<file path="src/rtl/studio_kp_pkg.sv">
// Scancode tables and decode helper for the Studio II hex keypads.
// Combinational only; no flow control.
package studio_kp_pkg;

    localparam int KP_KEYS = 10;

    // Packed so that element n is key n (rightmost entry is key 0).
    localparam logic [KP_KEYS-1:0][7:0] P1_CODES = {
        8'h46, 8'h3E, 8'h3D, 8'h36, 8'h2E, 8'h25, 8'h26, 8'h1E, 8'h16, 8'h45
    };
    localparam logic [KP_KEYS-1:0][7:0] P2_CODES = {
        8'h7D, 8'h75, 8'h6C, 8'h74, 8'h73, 8'h6B, 8'h7A, 8'h72, 8'h69, 8'h70
    };

    typedef struct packed {
        logic       valid;
        logic       player;   // 0 = P1, 1 = P2
        logic [3:0] key;
    } kp_code_t;

    function automatic kp_code_t kp_decode(input logic [7:0] scancode);
        kp_code_t r;
        r = '0;
        for (int i = 0; i < KP_KEYS; i++) begin
            if (scancode == P1_CODES[i]) begin
                r.valid  = 1'b1;
                r.player = 1'b0;
                r.key    = 4'(i);
            end
            if (scancode == P2_CODES[i]) begin
                r.valid  = 1'b1;
                r.player = 1'b1;
                r.key    = 4'(i);
            end
        end
        return r;
    endfunction

endpackage

</file>
<file path="src/rtl/studio_key_hold.sv">
// One key: physical state plus a hold counter that stretches short presses.
// effective is registered (1 clk after make/brk); no flow control.
module studio_key_hold #(
    parameter int HOLD_CYCLES = 800000
) (
    input  logic clk,
    input  logic reset,
    input  logic make,
    input  logic brk,
    output logic effective_next,
    output logic effective
);

    localparam int CW = $clog2(HOLD_CYCLES + 1);

    logic          phys, phys_next;
    logic [CW-1:0] cnt, cnt_next;

    // A break leaves the counter running so a tap still lasts HOLD_CYCLES.
    always_comb begin
        phys_next = phys;
        cnt_next  = cnt;
        if (make) begin
            phys_next = 1'b1;
            cnt_next  = CW'(HOLD_CYCLES);
        end else begin
            if (brk) begin
                phys_next = 1'b0;
            end
            if (cnt != '0) begin
                cnt_next = cnt - 1'b1;
            end
        end
        effective_next = phys_next | (cnt_next != '0);
    end

    always_ff @(posedge clk or posedge reset) begin
        if (reset) begin
            phys      <= 1'b0;
            cnt       <= '0;
            effective <= 1'b0;
        end else begin
            phys      <= phys_next;
            cnt       <= cnt_next;
            effective <= effective_next;
        end
    end

endmodule

</file>
<file path="src/rtl/studio_keypad.sv">
// ps2_key events to P1/P2 hex keypads, CPU scan-select latch and EF3/EF4 sense.
// Outputs registered 1 clk after the event/select edge; no backpressure.
module studio_keypad
    import studio_kp_pkg::*;
#(
    parameter int HOLD_CYCLES = 800000
) (
    input  logic                clk,
    input  logic                reset,
    input  logic [10:0]         ps2_key,
    input  logic                kp_sel_wr,
    input  logic [3:0]          kp_sel_data,
    output logic                ef3,
    output logic                ef4,
    output logic [KP_KEYS-1:0]  keys_p1,
    output logic [KP_KEYS-1:0]  keys_p2
);

    logic         old_stb, primed;
    logic         key_evt;
    kp_code_t     dec;
    logic [KP_KEYS-1:0] make_p1, brk_p1, make_p2, brk_p2;
    logic [KP_KEYS-1:0] p1_next, p2_next;
    logic [3:0]   sel, sel_next;
    logic [15:0]  p1_pad, p2_pad;

    // The first edge after reset only samples the strobe, so a stale level
    // left over from before reset is never mistaken for a toggle.
    always_ff @(posedge clk or posedge reset) begin
        if (reset) begin
            old_stb <= 1'b0;
            primed  <= 1'b0;
        end else begin
            old_stb <= ps2_key[10];
            primed  <= 1'b1;
        end
    end

    // Extended codes dropped so arrow keys do not alias the numeric keypad.
    assign key_evt = primed && (ps2_key[10] != old_stb) && !ps2_key[8];
    assign dec     = kp_decode(ps2_key[7:0]);

    always_comb begin
        make_p1 = '0;
        brk_p1  = '0;
        make_p2 = '0;
        brk_p2  = '0;
        for (int i = 0; i < KP_KEYS; i++) begin
            if (key_evt && dec.valid && dec.key == 4'(i)) begin
                if (!dec.player) begin
                    make_p1[i] = ps2_key[9];
                    brk_p1[i]  = !ps2_key[9];
                end else begin
                    make_p2[i] = ps2_key[9];
                    brk_p2[i]  = !ps2_key[9];
                end
            end
        end
    end

    for (genvar g = 0; g < KP_KEYS; g++) begin : g_keys
        studio_key_hold #(.HOLD_CYCLES(HOLD_CYCLES)) u_p1 (
            .clk            (clk),
            .reset          (reset),
            .make           (make_p1[g]),
            .brk            (brk_p1[g]),
            .effective_next (p1_next[g]),
            .effective      (keys_p1[g])
        );
        studio_key_hold #(.HOLD_CYCLES(HOLD_CYCLES)) u_p2 (
            .clk            (clk),
            .reset          (reset),
            .make           (make_p2[g]),
            .brk            (brk_p2[g]),
            .effective_next (p2_next[g]),
            .effective      (keys_p2[g])
        );
    end

    assign sel_next = kp_sel_wr ? kp_sel_data : sel;
    // Zero padding makes selects 10..15 read as not pressed.
    assign p1_pad   = {6'b0, p1_next};
    assign p2_pad   = {6'b0, p2_next};

    always_ff @(posedge clk or posedge reset) begin
        if (reset) begin
            sel <= 4'd0;
            ef3 <= 1'b0;
            ef4 <= 1'b0;
        end else begin
            sel <= sel_next;
            ef3 <= p1_pad[sel_next];
            ef4 <= p2_pad[sel_next];
        end
    end

endmodule

</file>
<file path="config.mk">
export PLATFORM = sky130hd
export DESIGN_NAME = studio_keypad
export DESIGN_NICKNAME = d
export VERILOG_FILES = /design/src/rtl/studio_kp_pkg.sv /design/src/rtl/studio_key_hold.sv /design/src/rtl/studio_keypad.sv
export SDC_FILE = /design/constraint.sdc
export NUM_CORES = 1
export LEC_CHECK = 0
export BUFFER_PORTS_ARGS = -buffer_cell sky130_fd_sc_hd__buf_2
export CORE_UTILIZATION = 62
export DETAILED_ROUTE_END_ITERATION = 8
export PLACE_DENSITY = 0.87
export SYNTH_ARGS = -nofsm -noshare
export SYNTH_HDL_FRONTEND = slang
export SYNTH_SLANG_ARGS = --single-unit
export TNS_END_PERCENT = 1
</file>
<file path="constraint.sdc">
create_clock -name clk -period 28.6 [get_ports clk]
set_input_delay 4.29 -clock clk [delete_from_list [all_inputs] [get_ports clk]]
set_output_delay 4.29 -clock clk [all_outputs]
set_load 0.02 [all_outputs]
</file>
# ---- Word level (Yosys, flattened, before mapping)
# Index checks and enable logic that the tools add are counted.
dict set report totals {
  register_bits 448
  inputBits 18
  elab_cells 341
}
dict set report classes {
  addsub 20
  n_lt_le_gt_ge 1
  eq_ne 30
  n_mux 149
  n_bitwise 20
  reduce_logical 56
}
# op n
set op_table {}
lappend op_table {{two-way mux 20 bit} 40}
lappend op_table {{nonzero test 20 bit} 40}
lappend op_table {{subtractor 20 x 1 -> 20 bit (second input constant)} 20}
lappend op_table {{two-way mux 6 bit} 20}
lappend op_table {{== test 8 x 7 -> 1 bit (second input constant)} 12}
lappend op_table {{two-way mux 1 bit} 86}
lappend op_table {{== test 8 x 6 -> 1 bit (second input constant)} 6}
lappend op_table {{OR 1 bit} 20}
lappend op_table {{== test 4 x 3 -> 1 bit (second input constant)} 4}
lappend op_table {{== test 8 x 5 -> 1 bit (second input constant)} 2}
lappend op_table {{logical AND 1 bit} 13}
lappend op_table {{binary-select mux 1 bit (select 4 bit)} 2}
lappend op_table {{== test 4 x 2 -> 1 bit (second input constant)} 2}
lappend op_table {{== test 4 bit (second input constant)} 2}
lappend op_table {{< comparator 4 x 5 -> 1 bit (second input constant)} 1}
lappend op_table {{== test 4 x 1 -> 1 bit (second input constant)} 1}
lappend op_table {{logical NOT 4 bit} 1}
lappend op_table {{two-way mux 4 bit} 1}
lappend op_table {{logical NOT 1 bit} 2}
lappend op_table {{!= test 1 bit} 1}

# ---- Logic depth before layout (Yosys ltp)
dict set report logic_depth {
  ltp_word 29
  ltp_mapped 14
  ltp_nobuf 12
}

# ---- Cells and area by module
# Synthesis repeated with hierarchy kept, for this count alone.
dict set report hier_totals {
  cells_unflattened 3005
  hier_area_um2 28182.0
}
# mod instances cells_each area_each_um2
set by_module_without_submodules {}
lappend by_module_without_submodules {{studio_key_hold (g_keys[0].u_p1 ...)} 11 133 1287.5}
lappend by_module_without_submodules {{studio_key_hold (g_keys[5].u_p2 ...)} 8 153 1422.6}
lappend by_module_without_submodules {{studio_key_hold (g_keys[9].u_p2)} 1 140 1340.0}
lappend by_module_without_submodules {studio_keypad 1 178 1298.7}

# ---- Worst setup path before layout
# No wires, ideal clock.
dict set report synth_timing {
  path_kind {input to register}
  startpoint {in ps2_key[0]}
  endpoint {reg ef4}
  setup_ns 0.128
  t_arrival_ns 7.033
  t_required_ns 28.472
  path_slack_ns 21.438
  path_stages 12
  n_path_buf 2
  cell_sequence {buf_2 -> nor2b_1 -> nand3b_1 -> a2111o_1 -> a32o_1 -> buf_2 -> o31ai_2 -> o211ai_1 -> or4b_1 -> o311a_1 -> o211ai_1 -> o22ai_1}
}
dict set report synth_via {
  elab_chain_len 29
}
# element line_no
set synth_rtl {}
lappend synth_rtl {{from (decl)} studio_keypad.sv:10} ;# input logic [10:0] ps2_key,
lappend synth_rtl {{== test 8 x 7 -> 1 bit} studio_kp_pkg.sv:25} ;# if (scancode == P1_CODES[i]) begin
lappend synth_rtl {{two-way mux 6 bit} studio_kp_pkg.sv:25}
lappend synth_rtl {{two-way mux 6 bit} studio_kp_pkg.sv:30} ;# if (scancode == P2_CODES[i]) begin
lappend synth_rtl {{two-way mux 6 bit} studio_kp_pkg.sv:25}
lappend synth_rtl {{two-way mux 6 bit} studio_kp_pkg.sv:30}
lappend synth_rtl {{two-way mux 6 bit} studio_kp_pkg.sv:25}
lappend synth_rtl {{two-way mux 6 bit} studio_kp_pkg.sv:30}
lappend synth_rtl {{two-way mux 6 bit} studio_kp_pkg.sv:25}
lappend synth_rtl {{[10 not listed]} -}
lappend synth_rtl {{two-way mux 6 bit} studio_kp_pkg.sv:30}
lappend synth_rtl {{two-way mux 6 bit} studio_kp_pkg.sv:25}
lappend synth_rtl {{two-way mux 6 bit *} studio_kp_pkg.sv:30}
lappend synth_rtl {{parallel branches: the longest is 5 deep, another holds two-way mux 20 bit} -}
lappend synth_rtl {{OR 1 bit *} studio_key_hold.sv:34} ;# effective_next = phys_next | (cnt_next != '0);
lappend synth_rtl {{via g_keys[3].u_p2.effective_next} studio_key_hold.sv:10} ;# output logic effective_next,
lappend synth_rtl {{binary-select mux 1 bit (select 4 bit) *} studio_keypad.sv:93} ;# ef4 <= p2_pad[sel_next];
lappend synth_rtl {{two-way mux 1 bit (implied by the code) *} studio_keypad.sv:93}
lappend synth_rtl {{to (signal assigned)} studio_keypad.sv:93}
lappend synth_rtl {{to (decl)} studio_keypad.sv:14} ;# output logic ef4,
# Mark *: on every way through the listed nets, which the timed path passes. The select of a mux whose other input is x is not followed.

# ---- Final worst setup path
dict set report layout_timing {
  startpoint {in ps2_key[6]}
  endpoint {reg ef4}
}
dict set report layout_via {
  elab_chain_len 29
}
# element line_no
set layout_rtl {}
lappend layout_rtl {{== test 8 x 7 -> 1 bit} studio_kp_pkg.sv:25}
lappend layout_rtl {{two-way mux 6 bit} studio_kp_pkg.sv:25}
lappend layout_rtl {{two-way mux 6 bit} studio_kp_pkg.sv:30}
lappend layout_rtl {{two-way mux 6 bit} studio_kp_pkg.sv:25}
lappend layout_rtl {{two-way mux 6 bit} studio_kp_pkg.sv:30}
lappend layout_rtl {{two-way mux 6 bit} studio_kp_pkg.sv:25}
lappend layout_rtl {{two-way mux 6 bit} studio_kp_pkg.sv:30}
lappend layout_rtl {{two-way mux 6 bit} studio_kp_pkg.sv:25}
lappend layout_rtl {{[12 not listed]} -}
lappend layout_rtl {{two-way mux 6 bit *} studio_kp_pkg.sv:30}
lappend layout_rtl {{parallel branches: the longest is 4 deep, another holds == test 4 x 3 -> 1 bit} -}
lappend layout_rtl {{two-way mux 1 bit *} studio_key_hold.sv:23} ;# if (make) begin
lappend layout_rtl {{via g_keys[7].u_p2.phys_next} studio_key_hold.sv:16} ;# logic phys, phys_next;
lappend layout_rtl {{OR 1 bit *} studio_key_hold.sv:34}
lappend layout_rtl {{via g_keys[7].u_p2.effective_next} studio_key_hold.sv:10}
lappend layout_rtl {{binary-select mux 1 bit (select 4 bit) *} studio_keypad.sv:93}
lappend layout_rtl {{two-way mux 1 bit (implied by the code) *} studio_keypad.sv:93}
# Marks and branches as above.

==> qor.yml <==
yosys:
  ys_seq_area_frac: 0.415
  async_flop_share: 1.00
  synthAdderAreaFrac: 0.0200
  synth_top_family_by_area: "simple AND/OR/NAND/NOR gates"
  synth-seq-cells: 448
  synth_nets: 3192
  synthTopCellsByArea: "dfrtp_1 42%, nor2_1 6.4%, xnor2_1 5.6%"
  synthMuxAreaShare: 0.0120
  synth_top_area_share: 0.415
  ys_warn_count: 0
  avgSynthCellArea_um2: 8.62
  synthXorXnorAreaFrac: 0.0902
  synthCells: 3134
  yosys.area_share.simple: 0.315
  syn_area_um2: 27000
  synth_enable_flop_cells: 0
  ys.flop_type: "dfrtp_1"
  synth-compound-area-share: 0.109
  ys_types: 111
  yosys.area.top_type: "dfrtp_1"
sta:
  tns_ns: 0
  fin_ws_ns: 21.04
  period_minus_slack_ns: 7.56
  tightest_slew_ns: 1.23
  fmax_mhz: 132
  fin_worst_skew_ns: 0.0308
  hold_violations: 0
  rsz0062_at_grt: "false"
  setup-violations-final: 0
  hold_ws_ns: 0.485
  relSlewSlack: 0.176
  finalMaxSlewViolations: 0
  period_share: 0.264
setup_path:
  max_stage_delay_ns: 0.98
  cp_num_cells: 10
  path_common_cell: "o211ai_1"
  crit_fanout: 16
  rr_worst_depth: 10
  cp-startpoint: "ps2_key[6]"
  cpLargestDelayFamily: "simple AND/OR/NAND/NOR gates"
  worstPathRequired_ns: 29.13
  rr_endpoint: "ef3"
  critPathLaunchType: "primary input"
  cp_slowest_cell: "nor3_2"
  end_kind: "flip-flop"
  cp_num_buf_inv: 1
  cp_data_arrival_time_ns: 8.08
  crit_path_end: "ef4"
  crit_chain: "buf_2 -> nand4b_1 -> o211ai_1 -> nand2_1 -> nor3_2 -> nand2b_1 -> or3b_2 -> nand3b_1 -> o211ai_1 -> o22ai_1"
  ff2ff_setup_slack_ns: 24.46
  reg2reg_from: "g_keys[8].u_p1.cnt[10]"
  path_class: "primary input to flip-flop"
clock_tree:
  cts_hold_buf: 0
  clock-sinks: 448
  numCtsBuffers: 49
  clockBufferDepth: 3
  cts_setup_buffers: 0
  cts_resized: 0
  path_clk_slew_ns: 0.06
  htree_levels: 2
  cts_tree: "built"
  cts-root-buf: "clkbuf_16"
  clk_latency_ns: 0.60
pwr:
  p_per_area_nw_per_um2: 57.0
  p_leak_nw: 9.64
  ir_worst_vdd_mv: 0.0464
  p_total_mw: 1.66
placed_design:
  dp_hpwl_um: 47500
  gp_congestion: 0.925
  io_buffers: 39
  place_ws_ns: 20.54
status:
  outcome: "complete, no violations"
routing:
  wl_met1_um: 28700
  route.detailed.drc: 0
  vias: 24000
  totalWireLength_um: 68200
  drtAntennaViolNets: 0
  avgViaCountPerCell: 6.45
  drtIter0Drc: 2578
  dr.pass1.iters: 8
  top_layer: "met4"
  dr_wl_met3_um: 5190
  wl_met2_um: 32000
  post_drt_wl_per_cell_um: 18.3
global_routing:
  grt_first_pass_wirelength_um: 113000
  gr-usage-all-layers: 0.309
  grt_remaining_overflow: 0
  grt_max_degree: 187
  grt_pass1_vias: 23000
  antenna_found_initial: 4
finish:
  final_util: 0.676
  finalNetCount: 3153
  syn2layout_area_growth_pct: 7.55
  drive_gt1_frac: 0.0652
  layout_commonest_cell: "nor2_1"
  fillCellCount: 3327
  layout_common_cells: "457 x nor2_1, 448 x dfrtp_1, 286 x nand2_1, 224 x nor3_1, 172 x xnor2_1"
floorplan:
  die_x_um: 211
  initial_utilization: 0.628
  rows: 76
  dieHeight_um: 211
  pin_count: 40
  core_um2: 43000
  die_area_um2: 44400
run:
  maxCapViolCount: 0
hold_path:
  hold_class: "flip-flop to flip-flop"
==> routing by layer <==
layer  GRT usage  vias up
met3      0.0608      181
met2       0.502     1044
li1            -    11100
met4       0.120        0
met5           0        -
met1       0.409    11600
==> sequential cells by signal (all words and copies together), names as in the netlist, 4 cells and up <==
name                   cells
g_keys.u_p2.phys          10
g_keys.u_p2.cnt          200
g_keys.u_p2.effective     10
g_keys.u_p1.effective     10
sel                        4
g_keys.u_p1.phys          10
g_keys.u_p1.cnt          200
==> synth_stat cells, types with 11 or more instances <==
cell type,number
nor2_1,457
dfrtp_1,448
nand2_1,286
nor3_1,226
xnor2_1,172
a21oi_1,122
nand3_1,120
clkbuf_1,106
xor2_1,106
nor4_1,102
o21ai_0,99
inv_1,77
or3_1,73
nand4_1,60
or4_1,51
ha_1,40
o31ai_1,33
nand2b_1,32
nor3b_1,30
a211oi_1,29
and2_1,26
mux2i_1,24
nor4b_1,24
and3_1,23
nor2b_1,23
buf_4,21
nand3b_1,20
a31oi_1,19
o211ai_1,18
or2_2,14
nand4b_1,13
and4_1,11
buf_2,11
==> per-stage QoR <==
step | instances | instance area (um^2)
after global routing | 3718 | 29000
after global placement | 3629 | 27400
after detailed placement | 3629 | 27400
after CTS | 3715 | 29000
final | 3718 | 29000
after floorplan | 3134 | 27000
==> kinds of logic (layout without fill, tap and decap cells) <==
family,count (synthesis),count (layout)
flip-flops,448,448
multiplexers,31,31
XOR/XNOR,278,278
other,1,4
AND/OR/NAND/NOR,1654,1654
adder cells (fa/ha/maj),44,44
AO/OA/AOI/OAI,450,450
buffers and inverters,228,224
==> how the worst min path moves through the flow <==
stage	start	endpoint	slack, ns	cells after the start
after floorplan	g_keys[8].u_p2.phys	g_keys[8].u_p2.phys	0.44	1
after global placement	g_keys[8].u_p2.phys	g_keys[8].u_p2.phys	0.46	1
after detailed placement	g_keys[8].u_p2.phys	g_keys[8].u_p2.phys	0.46	1
after CTS	g_keys[8].u_p2.phys	g_keys[8].u_p2.phys	0.48	1
after global routing	g_keys[3].u_p2.phys	g_keys[3].u_p2.phys	0.51	2
final	g_keys[8].u_p2.phys	g_keys[8].u_p2.phys	0.48	1
==> final cells by class <==
type	instances	area, um^2	area share
Antenna cell	3	7.51	0.000258
Clock buffer	63	1370	0.0471
Clock inverter	23	283	0.00974
Inverter	78	300	0.0103
Multi-Input combinational cell	2458	14800	0.509
Sequential cell	448	11200	0.386
Tap cell	585	732	0.0252
Timing Repair Buffer	60	365	0.0126
==> where the power goes <==
part           internal [mW]  switching [mW]  total (mW)
registers              0.696          0.0933       0.789
clock network          0.391           0.262       0.652
logic                 0.0890           0.124       0.214
total                   1.18           0.479        1.66
Note: power is estimated with default switching activity, not from simulation.
